**src/rtl/tpu_ctrl_pkg.sv**
```systemverilog
// Shared definitions for the TPU control blocks: controller states and
// width/slice helpers derived from the array dimension.
package tpu_ctrl_pkg;

    typedef enum logic [1:0] {
        IDLE = 2'd0,
        RUN  = 2'd1,
        FIN  = 2'd2
    } state_t;

    // Width of the step counter t and of the job length L (L can reach 2*W-1).
    function automatic int cnt_width(input int width_height);
        return $clog2(2 * width_height);
    endfunction

    // Width of row_count / col_count, which must hold 0..W inclusive.
    function automatic int job_width(input int width_height);
        return $clog2(width_height) + 1;
    endfunction

    // LSB of bank j inside the flattened address bus.
    function automatic int bank_lsb(input int j, input int addr_width);
        return j * addr_width;
    endfunction

endpackage

```
**src/rtl/staggered_mem_ctrl_if.sv**
```systemverilog
// Sequencer-facing job/handshake bundle for staggered_mem_ctrl.
// master = sequencer side, slave = controller side.
interface staggered_mem_ctrl_if #(
    parameter int ADDR_WIDTH   = 8,
    parameter int WIDTH_HEIGHT = 16,
    parameter int STRIDE_WIDTH = 4
) ();
    localparam int JW = $clog2(WIDTH_HEIGHT) + 1;

    logic                               start;
    logic                               skew_en;
    logic [ADDR_WIDTH-1:0]              base_addr;
    logic [STRIDE_WIDTH-1:0]            stride;
    logic [JW-1:0]                      row_count;
    logic [JW-1:0]                      col_count;
    logic                               busy;
    logic                               done;
    logic [WIDTH_HEIGHT-1:0]            out_en;
    logic [ADDR_WIDTH*WIDTH_HEIGHT-1:0] out_addr;

    modport master (
        output start, skew_en, base_addr, stride, row_count, col_count,
        input  busy, done, out_en, out_addr
    );

    modport slave (
        input  start, skew_en, base_addr, stride, row_count, col_count,
        output busy, done, out_en, out_addr
    );
endinterface

```
**src/rtl/mem_addr_lane.sv**
```systemverilog
// One bank's enable/address generator: window compare on the shared step
// counter plus a running address accumulator (no multiplier).
module mem_addr_lane
    import tpu_ctrl_pkg::*;
#(
    parameter int ADDR_WIDTH   = 8,
    parameter int STRIDE_WIDTH = 4,
    parameter int WIDTH_HEIGHT = 16,
    parameter int LANE         = 0,
    parameter int CNT_WIDTH    = cnt_width(WIDTH_HEIGHT),
    parameter int JW           = job_width(WIDTH_HEIGHT)
) (
    input  logic                    clk,
    input  logic                    reset,
    input  logic                    launch_i,
    input  logic                    run_i,
    input  logic [CNT_WIDTH-1:0]    t_i,
    input  logic                    skew_i,
    input  logic [JW-1:0]           rows_i,
    input  logic [JW-1:0]           cols_i,
    input  logic [ADDR_WIDTH-1:0]   base_i,
    input  logic [STRIDE_WIDTH-1:0] stride_i,
    output logic                    en_o,
    output logic [ADDR_WIDTH-1:0]   addr_o
);
    // One extra bit so lag + rows never overflows the compare.
    localparam int EW = CNT_WIDTH + 1;

    logic [EW-1:0]         lag;
    logic [EW-1:0]         t_ext;
    logic                  en_d;
    logic [ADDR_WIDTH-1:0] cur_addr;
    logic [ADDR_WIDTH-1:0] nxt_q;
    logic [ADDR_WIDTH-1:0] addr_q;
    logic                  en_q;

    always_comb begin
        lag      = skew_i ? EW'(LANE) : '0;
        t_ext    = EW'(t_i);
        en_d     = run_i
                 && (EW'(LANE) < EW'(cols_i))
                 && (t_ext >= lag)
                 && (t_ext < lag + EW'(rows_i));
        // On launch the accumulator still holds the previous job's value.
        cur_addr = launch_i ? base_i : nxt_q;
    end

    always_ff @(posedge clk) begin
        if (reset) begin
            nxt_q  <= '0;
            addr_q <= '0;
            en_q   <= 1'b0;
        end else begin
            en_q   <= en_d;
            addr_q <= en_d ? cur_addr : '0;
            if (en_d) begin
                nxt_q <= cur_addr + ADDR_WIDTH'(stride_i);
            end else if (launch_i) begin
                nxt_q <= base_i;
            end
        end
    end

    assign en_o   = en_q;
    assign addr_o = addr_q;
endmodule

```
**src/rtl/staggered_mem_ctrl.sv**
```systemverilog
// Banked operand-memory address/enable generator: uniform or diagonally
// skewed streaming of row_count rows across col_count banks.
module staggered_mem_ctrl
    import tpu_ctrl_pkg::*;
#(
    parameter int ADDR_WIDTH   = 8,
    parameter int WIDTH_HEIGHT = 16,
    parameter int STRIDE_WIDTH = 4
) (
    input  logic                clk,
    input  logic                reset,
    staggered_mem_ctrl_if.slave bus
);
    localparam int CNT_WIDTH = cnt_width(WIDTH_HEIGHT);
    localparam int JW        = job_width(WIDTH_HEIGHT);

    state_t                  state_q, state_d;
    logic [CNT_WIDTH-1:0]    t_q, t_d;
    logic                    skew_q, skew_d;
    logic [ADDR_WIDTH-1:0]   base_q, base_d;
    logic [STRIDE_WIDTH-1:0] stride_q, stride_d;
    logic [JW-1:0]           rows_q, rows_d;
    logic [JW-1:0]           cols_q, cols_d;
    logic                    launch;
    logic                    run_d;
    logic [CNT_WIDTH-1:0]    len_q;
    logic [CNT_WIDTH-1:0]    last_t;
    logic                    busy_q, done_q;

    logic [WIDTH_HEIGHT-1:0]            out_en_w;
    logic [ADDR_WIDTH*WIDTH_HEIGHT-1:0] out_addr_w;

    always_comb begin
        launch   = (state_q == IDLE) && bus.start;
        skew_d   = launch ? bus.skew_en   : skew_q;
        base_d   = launch ? bus.base_addr : base_q;
        stride_d = launch ? bus.stride    : stride_q;
        rows_d   = launch ? bus.row_count : rows_q;
        cols_d   = launch ? bus.col_count : cols_q;

        len_q    = skew_q ? CNT_WIDTH'(rows_q) + CNT_WIDTH'(cols_q) - CNT_WIDTH'(1)
                          : CNT_WIDTH'(rows_q);
        last_t   = len_q - CNT_WIDTH'(1);

        state_d  = state_q;
        t_d      = '0;
        unique case (state_q)
            IDLE: begin
                if (launch) begin
                    state_d = ((rows_d == '0) || (cols_d == '0)) ? FIN : RUN;
                end
            end
            RUN: begin
                if (t_q == last_t) begin
                    state_d = FIN;
                end else begin
                    t_d = t_q + CNT_WIDTH'(1);
                end
            end
            FIN:     state_d = IDLE;
            default: state_d = IDLE;
        endcase

        run_d = (state_d == RUN);
    end

    always_ff @(posedge clk) begin
        if (reset) begin
            state_q  <= IDLE;
            t_q      <= '0;
            skew_q   <= 1'b0;
            base_q   <= '0;
            stride_q <= '0;
            rows_q   <= '0;
            cols_q   <= '0;
            busy_q   <= 1'b0;
            done_q   <= 1'b0;
        end else begin
            state_q  <= state_d;
            t_q      <= t_d;
            skew_q   <= skew_d;
            base_q   <= base_d;
            stride_q <= stride_d;
            rows_q   <= rows_d;
            cols_q   <= cols_d;
            busy_q   <= run_d;
            done_q   <= (state_d == FIN);
        end
    end

    // Lanes see the next-state view so their flops line up with busy/done.
    generate
        for (genvar gi = 0; gi < WIDTH_HEIGHT; gi++) begin : g_lane
            mem_addr_lane #(
                .ADDR_WIDTH  (ADDR_WIDTH),
                .STRIDE_WIDTH(STRIDE_WIDTH),
                .WIDTH_HEIGHT(WIDTH_HEIGHT),
                .LANE        (gi),
                .CNT_WIDTH   (CNT_WIDTH),
                .JW          (JW)
            ) u_lane (
                .clk     (clk),
                .reset   (reset),
                .launch_i(launch),
                .run_i   (run_d),
                .t_i     (t_d),
                .skew_i  (skew_d),
                .rows_i  (rows_d),
                .cols_i  (cols_d),
                .base_i  (base_d),
                .stride_i(stride_d),
                .en_o    (out_en_w[gi]),
                .addr_o  (out_addr_w[bank_lsb(gi, ADDR_WIDTH) +: ADDR_WIDTH])
            );
        end
    endgenerate

    assign bus.busy     = busy_q;
    assign bus.done     = done_q;
    assign bus.out_en   = out_en_w;
    assign bus.out_addr = out_addr_w;
endmodule

```
**src/flat_wrapper.sv**
```systemverilog
// flat-port wrapper written by rule: the top's interface ports become plain ports
module staggered_mem_ctrl_flat import tpu_ctrl_pkg::*;
#(
    parameter int ADDR_WIDTH   = 8,
    parameter int WIDTH_HEIGHT = 16,
    parameter int STRIDE_WIDTH = 4
)
  (clk, reset, bus_start, bus_skew_en, bus_base_addr, bus_stride, bus_row_count, bus_col_count, bus_busy, bus_done, bus_out_en, bus_out_addr);
  staggered_mem_ctrl_if #(.ADDR_WIDTH(ADDR_WIDTH), .WIDTH_HEIGHT(WIDTH_HEIGHT), .STRIDE_WIDTH(STRIDE_WIDTH)) bus_i ();
  input  logic clk;
  input  logic reset;
  input wire logic [$bits(bus_i.start)-1:0] bus_start;
  input wire logic [$bits(bus_i.skew_en)-1:0] bus_skew_en;
  input wire logic [$bits(bus_i.base_addr)-1:0] bus_base_addr;
  input wire logic [$bits(bus_i.stride)-1:0] bus_stride;
  input wire logic [$bits(bus_i.row_count)-1:0] bus_row_count;
  input wire logic [$bits(bus_i.col_count)-1:0] bus_col_count;
  output wire logic [$bits(bus_i.busy)-1:0] bus_busy;
  output wire logic [$bits(bus_i.done)-1:0] bus_done;
  output wire logic [$bits(bus_i.out_en)-1:0] bus_out_en;
  output wire logic [$bits(bus_i.out_addr)-1:0] bus_out_addr;
  assign bus_i.start = bus_start;
  assign bus_i.skew_en = bus_skew_en;
  assign bus_i.base_addr = bus_base_addr;
  assign bus_i.stride = bus_stride;
  assign bus_i.row_count = bus_row_count;
  assign bus_i.col_count = bus_col_count;
  assign bus_busy = bus_i.busy;
  assign bus_done = bus_i.done;
  assign bus_out_en = bus_i.out_en;
  assign bus_out_addr = bus_i.out_addr;
  staggered_mem_ctrl #(.ADDR_WIDTH(ADDR_WIDTH), .WIDTH_HEIGHT(WIDTH_HEIGHT), .STRIDE_WIDTH(STRIDE_WIDTH)) u_core (.clk(clk), .reset(reset), .bus(bus_i));
endmodule
```
**config.mk**
```make
export PLATFORM = sky130hd
export DESIGN_NAME = staggered_mem_ctrl_flat
export DESIGN_NICKNAME = d
export VERILOG_FILES = /design/src/rtl/tpu_ctrl_pkg.sv /design/src/rtl/staggered_mem_ctrl_if.sv /design/src/rtl/mem_addr_lane.sv /design/src/rtl/staggered_mem_ctrl.sv /design/src/flat_wrapper.sv
export SDC_FILE = /design/constraint.sdc
export NUM_CORES = 1
export LEC_CHECK = 0
export ABC_AREA = 0
export BUFFER_PORTS_ARGS = -buffer_cell sky130_fd_sc_hd__buf_2
export CORE_ASPECT_RATIO = 0.6
export CORE_MARGIN = 4
export CORE_UTILIZATION = 55
export CTS_CLUSTER_SIZE = 14
export DETAILED_ROUTE_END_ITERATION = 10
export PLACE_DENSITY = 0.73
export RECOVER_POWER = 50
export SYNTH_ARGS = -nofsm -noshare
export SYNTH_HDL_FRONTEND = slang
export SYNTH_SLANG_ARGS = --single-unit
```
**constraint.sdc**
```tcl
create_clock -name clk -period 9.1 [get_ports clk]
set_input_delay 0.455 -clock clk [delete_from_list [all_inputs] [get_ports clk]]
set_output_delay 0.455 -clock clk [all_outputs]
set_load 0.01 [all_outputs]
```
Yosys cells after proc, flatten, opt, wreduce, memory -nomap -nowiden --
Cells that the tools add are included. W data, S select, Z words.
Cells by class: bitwise gates (word level) 16, $lt $le $gt $ge 48, add/subtract/negate cells 35, mux-type cells 59, shifts and indexed selects 0, $mul 0, reduce and logical (&&, ||, !) cells 69, eq/ne operators 4, div/mod/pow operators 0
Operators by type and width (number):
- $mux W8 | 33
- $add A8 B4 Y8 | 16
- $add A6 B5 Y6 | 15
- $ge A5 B6 Y1 | 15
- $lt A5 B6 Y1 | 15
- $logic_and A1 B1 Y1 | 49
- $lt A4 B5 Y1 const A | 8
- $mux W4 | 9
- $reduce_or A2 Y1 | 16
- $mux W5 | 5
- $lt A3 B5 Y1 const A | 4
- $not A1 Y1 | 16
- $mux W3 | 4
- $logic_not A5 Y1 | 2
- $lt A1 B5 Y1 const A | 2
- $lt A2 B5 Y1 const A | 2
- $mux W2 | 5
- $sub A5 B1 Y5 const B | 2
- $add A5 B1 Y5 const B | 1
- $add A5 B5 Y5 | 1
- $eq A5 B5 Y1 | 1
- $ge A5 B1 Y1 const B | 1
- $lt A5 B5 Y1 | 1
- $eq A2 B1 Y1 const B | 2
- other kinds (5) | 6
Word-level totals: bits in read-only memories 0, word-level logic and storage cells 288, memory bits (writable) 0, memories 0, bits in registers 304, latch bits 0

Logic depth before layout (Yosys ltp) --
depth in word-level cells 14, mapped depth 24, gate-level depth less buffers 22

Modules after synthesis --
From an unflattened synthesis, not the netlist that was laid out.
Unflattened totals: cells, all modules 1980, area, all modules 18783.0 µm²
Modules (own cells, without submodules):
- staggered_mem_ctrl | times used 1, area each 1779.2 µm², cells an instance 193, sequential area each 640.6 µm²
- mem_addr_lane at u_core.g_lane[13].u_lane | times used 1, area each 1159.9 µm², cells an instance 115, sequential area each 340.3 µm²
- mem_addr_lane at u_core.g_lane[3].u_lane | times used 1, area each 1136.1 µm², cells an instance 115, sequential area each 340.3 µm²
- mem_addr_lane at u_core.g_lane[15].u_lane | times used 1, area each 1134.8 µm², cells an instance 122, sequential area each 340.3 µm²
- mem_addr_lane at u_core.g_lane[7].u_lane | times used 1, area each 1127.3 µm², cells an instance 123, sequential area each 340.3 µm²
- mem_addr_lane at u_core.g_lane[14].u_lane | times used 1, area each 1096.1 µm², cells an instance 111, sequential area each 340.3 µm²
- mem_addr_lane at u_core.g_lane[11].u_lane | times used 1, area each 1087.3 µm², cells an instance 115, sequential area each 340.3 µm²
- mem_addr_lane at u_core.g_lane[12].u_lane | times used 1, area each 1073.5 µm², cells an instance 111, sequential area each 340.3 µm²
- mem_addr_lane at u_core.g_lane[5].u_lane | times used 1, area each 1067.3 µm², cells an instance 113, sequential area each 340.3 µm²
- mem_addr_lane at u_core.g_lane[9].u_lane | times used 1, area each 1053.5 µm², cells an instance 111, sequential area each 340.3 µm²
- mem_addr_lane at u_core.g_lane[6].u_lane | times used 1, area each 1052.3 µm², cells an instance 108, sequential area each 340.3 µm²
- mem_addr_lane at u_core.g_lane[8].u_lane | times used 1, area each 1044.8 µm², cells an instance 115, sequential area each 340.3 µm²
- mem_addr_lane at u_core.g_lane[10].u_lane | times used 1, area each 1042.2 µm², cells an instance 105, sequential area each 340.3 µm²
- mem_addr_lane at u_core.g_lane[1].u_lane | times used 1, area each 1022.2 µm², cells an instance 107, sequential area each 340.3 µm²
- 3 more rows

Worst setup path after synthesis --
No wires, ideal clock.
path type input-to-reg, start point in bus_start, end point reg u_core.g_lane[14].u_lane.nxt_q[7], slack 2666 ps, cell stages on the path 16, arrival time 6358 ps, cells stage by stage or3b_2 -> clkbuf_1 -> buf_1 -> clkbuf_1 -> clkbuf_1 -> buf_1 -> buf_1 -> mux2i_1 -> inv_1 -> ha_1 -> a21o_1 -> a21oi_1 -> nor2b_1 -> o21bai_1 -> or4b_2 -> o21ai_0
Between the ends: elaborated cells on any way between the ends 24, classes of those cells 2 x add/sub; 3 x order compare; 1 x eq/ne; 11 x mux; 7 x reduce/logical
RTL lines:
- start, declared | line flat_wrapper.sv:12 | input wire logic [$bits(bus_i.start)-1:0] bus_start;
- $logic_and A1 B1 Y1 | line staggered_mem_ctrl.sv:34 | launch = (state_q == IDLE) && bus.start;
- $mux W4 | line staggered_mem_ctrl.sv:37 | stride_d = launch ? bus.stride : stride_q;
- named net u_core.g_lane[0].u_lane.stride_i[1] | line mem_addr_lane.sv:22 | input logic [STRIDE_WIDTH-1:0] stride_i,
- $add A8 B4 Y8 | line mem_addr_lane.sv:57 | nxt_q <= cur_addr + ADDR_WIDTH'(stride_i);
- $mux W8 | line mem_addr_lane.sv:56 | if (en_d) begin
- end signal, assigned | line mem_addr_lane.sv:57
- end signal, assigned | line mem_addr_lane.sv:59 | nxt_q <= base_i;
- end, declared | line mem_addr_lane.sv:33 | logic [ADDR_WIDTH-1:0] nxt_q;
The timed path passes the listed nets, and every way through them passes these cells. A chain may end at the register's enable or synchronous reset.

Worst setup path in the final report --
start point in reset, end point reg u_core.g_lane[5].u_lane.addr_q[4]
Between the ends: word-level cells in the longest chain between the ends 1
Ends and longest elaborated chain:
- start, declared | line flat_wrapper.sv:11 | input logic reset;
- $reduce_or A2 Y1 (no line)
- end signal, assigned | line mem_addr_lane.sv:55 | addr_q <= en_d ? cur_addr : '0;
- end, declared | line mem_addr_lane.sv:34 | logic [ADDR_WIDTH-1:0] addr_q;
Every way passes these cells.

==> results.toml <==
[placement]
io_buffers = 171
hpwl_um = 38770
dpl-instance-area_sq_mm = 0.01751
place_congestion = 1.057

[logic_synthesis]
synth_warnings = 0
synth-seq-area-share = 0.3584
syn_nets = 2101
syn_inst = 1938
synth_top_area_cell = "dfxtp_1"
async_flop_share = 0
ys.flop_type = "dfxtp_1"
synth_top_cells_by_area = "dfxtp_1, ha_1, a21oi_1, nor2_1, xnor2_1"
synth_edf_count = 0
syn_avg_cell_area_sq_um = 8.532
synth.distinct_cells = 91
synth.cell_area_sq_mm = 0.01653
synth-seq-cells = 296
yosysTopAreaCellShare = 0.3584

[pwr]
power_frac_comb = 0.278
p_per_area_mw_per_mm2 = 198.5
internal_power_uw = 2423
power_frac_clock = 0.331
p_leak_uw = 0.008095
peakVddDrop_mv = 0.1747
seqPwrFrac = 0.391
swShare = 0.3301
switchingPower_uw = 1194

[floorplan]
die_x_um = 231.8
initial_core_util = 0.5665
io_pins = 172
dieArea_sq_mm = 0.03299
fp-row-count = 48
coreArea_sq_mm = 0.02919
die_h_um = 142.3

[drt]
viasPerCell = 6.005
wirelength_um = 53700
drc = 0
drtPass1Iterations = 9
wl_per_cell_um = 21.89
drtAntennaViolNets = 0
drt_iter0_drc = 1500
vias = 14731

[sta]
relSlewSlack = -2.327
post-route-period-util = 0.7822
setup_tns_ns = 0
setup_viol = 0
fmax_mhz = 140.5
hold_viol = 0
finalCriticalPeriod_ns = 7.118
worst_pin_slew_ns = 4.990
finalMaxSlewViolations = 188
clock_skew_ns = 0.01222
rsz0062_at_grt = "no"

[clock_tree]
cts_buffer_depth = 3
clock-sinks = 296
postCtsSetupRepairBufs = 0
clkTransAtPathRegs_ns = 0.06
cts_hold_buf = 0
cts_tree = "built"
cts_buffers = 28
cts_resized = 0
clkLatencyLatePin_ns = 0.56
clockRootBuffer = "clkbuf_16"
htreeDepth = 1

[setup_path]
r2r_cells = 19
cp.arrival_ns = 7.54
r2r-start = "u_core.cols_q[1]"
crit_path_start = "reset"
r2r-end = "u_core.g_lane[10].u_lane.nxt_q[1]"
r2r_setup_slack_ns = 2.02
required_ns = 9.52
path_class = "in -> reg"
critPathCapture = "u_core.g_lane[5].u_lane.addr_o[4]"
path_max_fanout = 108
cp-end-kind = "flip-flop"
critPathLaunchType = "primary input"

[global_routing]
grt_pass1_vias = 13897
antenna_found_initial = 1
gr-usage-all-layers = 0.3162
grt_overflow_total = 0
grt_max_degree = 109
grt_pass1_wl_um = 81490

[finish]
drive_above_1_share = 0.06624
stdcell_area_sq_mm = 0.01822
layout.cells.most_common_list = "dfxtp_1, nor2_1, a21oi_1"
area_growth_pct = 10.19
antennaDiodeCount = 0
layout_commonest_cell = "dfxtp_1"
fin_nets = 2196

[status]
failed_checks = "capacitance limit, slew limit"
outcome = "finished with violations"

[min_path]
min_path_type = "in -> reg"

[run]
cap_violations = 2
-- routing by layer --
| layer | vias up | routed length, um | GRT usage | share of wire |
|---|---|---|---|---|
| met5 | - | 0 | 0 | 0 |
| met1 | 7011 | 24290 | 0.4546 | 0.45 |
| met3 | 80 | 5497 | 0.08800 | 0.10 |
| met2 | 701 | 22640 | 0.4732 | 0.42 |
| li1 | 6939 | - | - | - |
| met4 | 0 | 1266 | 0.07857 | 0.024 |
-- logic make-up after synthesis --
family,after synthesis,synth area share
compound gates,500,0.2010
xor+xnor,86,0.04775
fa+ha+maj,137,0.1128
buf+inv,263,0.06689
flops,296,0.3584
mux,59,0.03655
simple gates,597,0.1767
-- critical path, stage by stage --
cell	delay, ns
clkbuf_1	3.39
clkbuf_1	2.83
or3_1	0.56
nor2_1	0.08
-- state kept, by name, indices dropped and copies added, names as in the netlist --
name	count
u_core.skew_q	1
u_core.bus.done	1
u_core.bus.busy	1
u_core.g_lane.u_lane.nxt_q	128
u_core.g_lane.u_lane.addr_o	128
u_core.t_q	5
u_core.rows_q	5
u_core.g_lane.u_lane.en_o	16
u_core.state_q	2
u_core.stride_q	4
u_core.cols_q	5
-- layout make-up --
class                   count  area [sq um]
well taps                 400         500.5
clock inverters            10         106.4
clock buffers              40         827.0
inverters                 130         488.0
flip-flops and latches    296          5926
fillers                  2582         10970
repair buffers            198         867.1
multi-input cells        1379          9504
-- through the flow --
| step | worst slack [ns] | total power, uW | hold slack, ns | utilization | instances |
|---|---|---|---|---|---|
| after floorplan | 2.666 | 2162 | 0.4443 | - | 1938 |
| after global placement | 2.892 | 2406 | 0.4504 | 0.5998 | 2403 |
| after detailed placement | 2.790 | 2426 | 0.4570 | 0.5998 | 2403 |
| after CTS | 2.772 | 3613 | 0.1497 | 0.6317 | 2453 |
| after global routing | 1.586 | 3784 | 0.1684 | 0.6242 | 2453 |
| final | 1.982 | 3617 | 0.1679 | 0.6242 | 2453 |
-- worst min-delay path by stage --
| stage | slack (ns) | cells past startpoint | from | endpoint |
|---|---|---|---|---|
| after floorplan | 0.44 | 2 | u_core.stride_q[0] | u_core.stride_q[0] |
| after global placement | 0.45 | 2 | u_core.stride_q[2] | u_core.stride_q[2] |
| after detailed placement | 0.46 | 2 | u_core.stride_q[0] | u_core.stride_q[0] |
| after CTS | 0.15 | 3 | bus_stride[2] | u_core.stride_q[2] |
| after global routing | 0.17 | 3 | bus_stride[2] | u_core.stride_q[2] |
| final | 0.17 | 3 | bus_col_count[3] | u_core.cols_q[3] |
-- synthesized netlist by cell type (17+ instances only) --
library cell,instances
a21o_1,65
a21oi_1,192
a31oi_1,26
and2_1,19
and3_1,17
buf_2,19
buf_4,17
clkbuf_1,81
dfxtp_1,296
fa_1,20
ha_1,117
inv_1,127
mux2i_1,51
nand2_1,70
nand2b_1,17
nand3_1,25
nor2_1,227
nor2b_1,48
nor3_1,102
nor4_1,17
o211ai_1,17
o21a_1,27
o21ai_0,47
xnor2_1,66
xor2_1,17
-- power groups by stage --
stage          registers, uW  logic, uW  clock network (uW)
5_1_grt                 1420       1100                1260
3_3_place_gp            1440        968                   0
4_1_cts                 1410        993                1210
6_report                1420       1000                1200
2_1_floorplan           1440        721                   0
3_5_place_dp            1440        985                   0
Note: power is estimated with default switching activity, not from simulation.
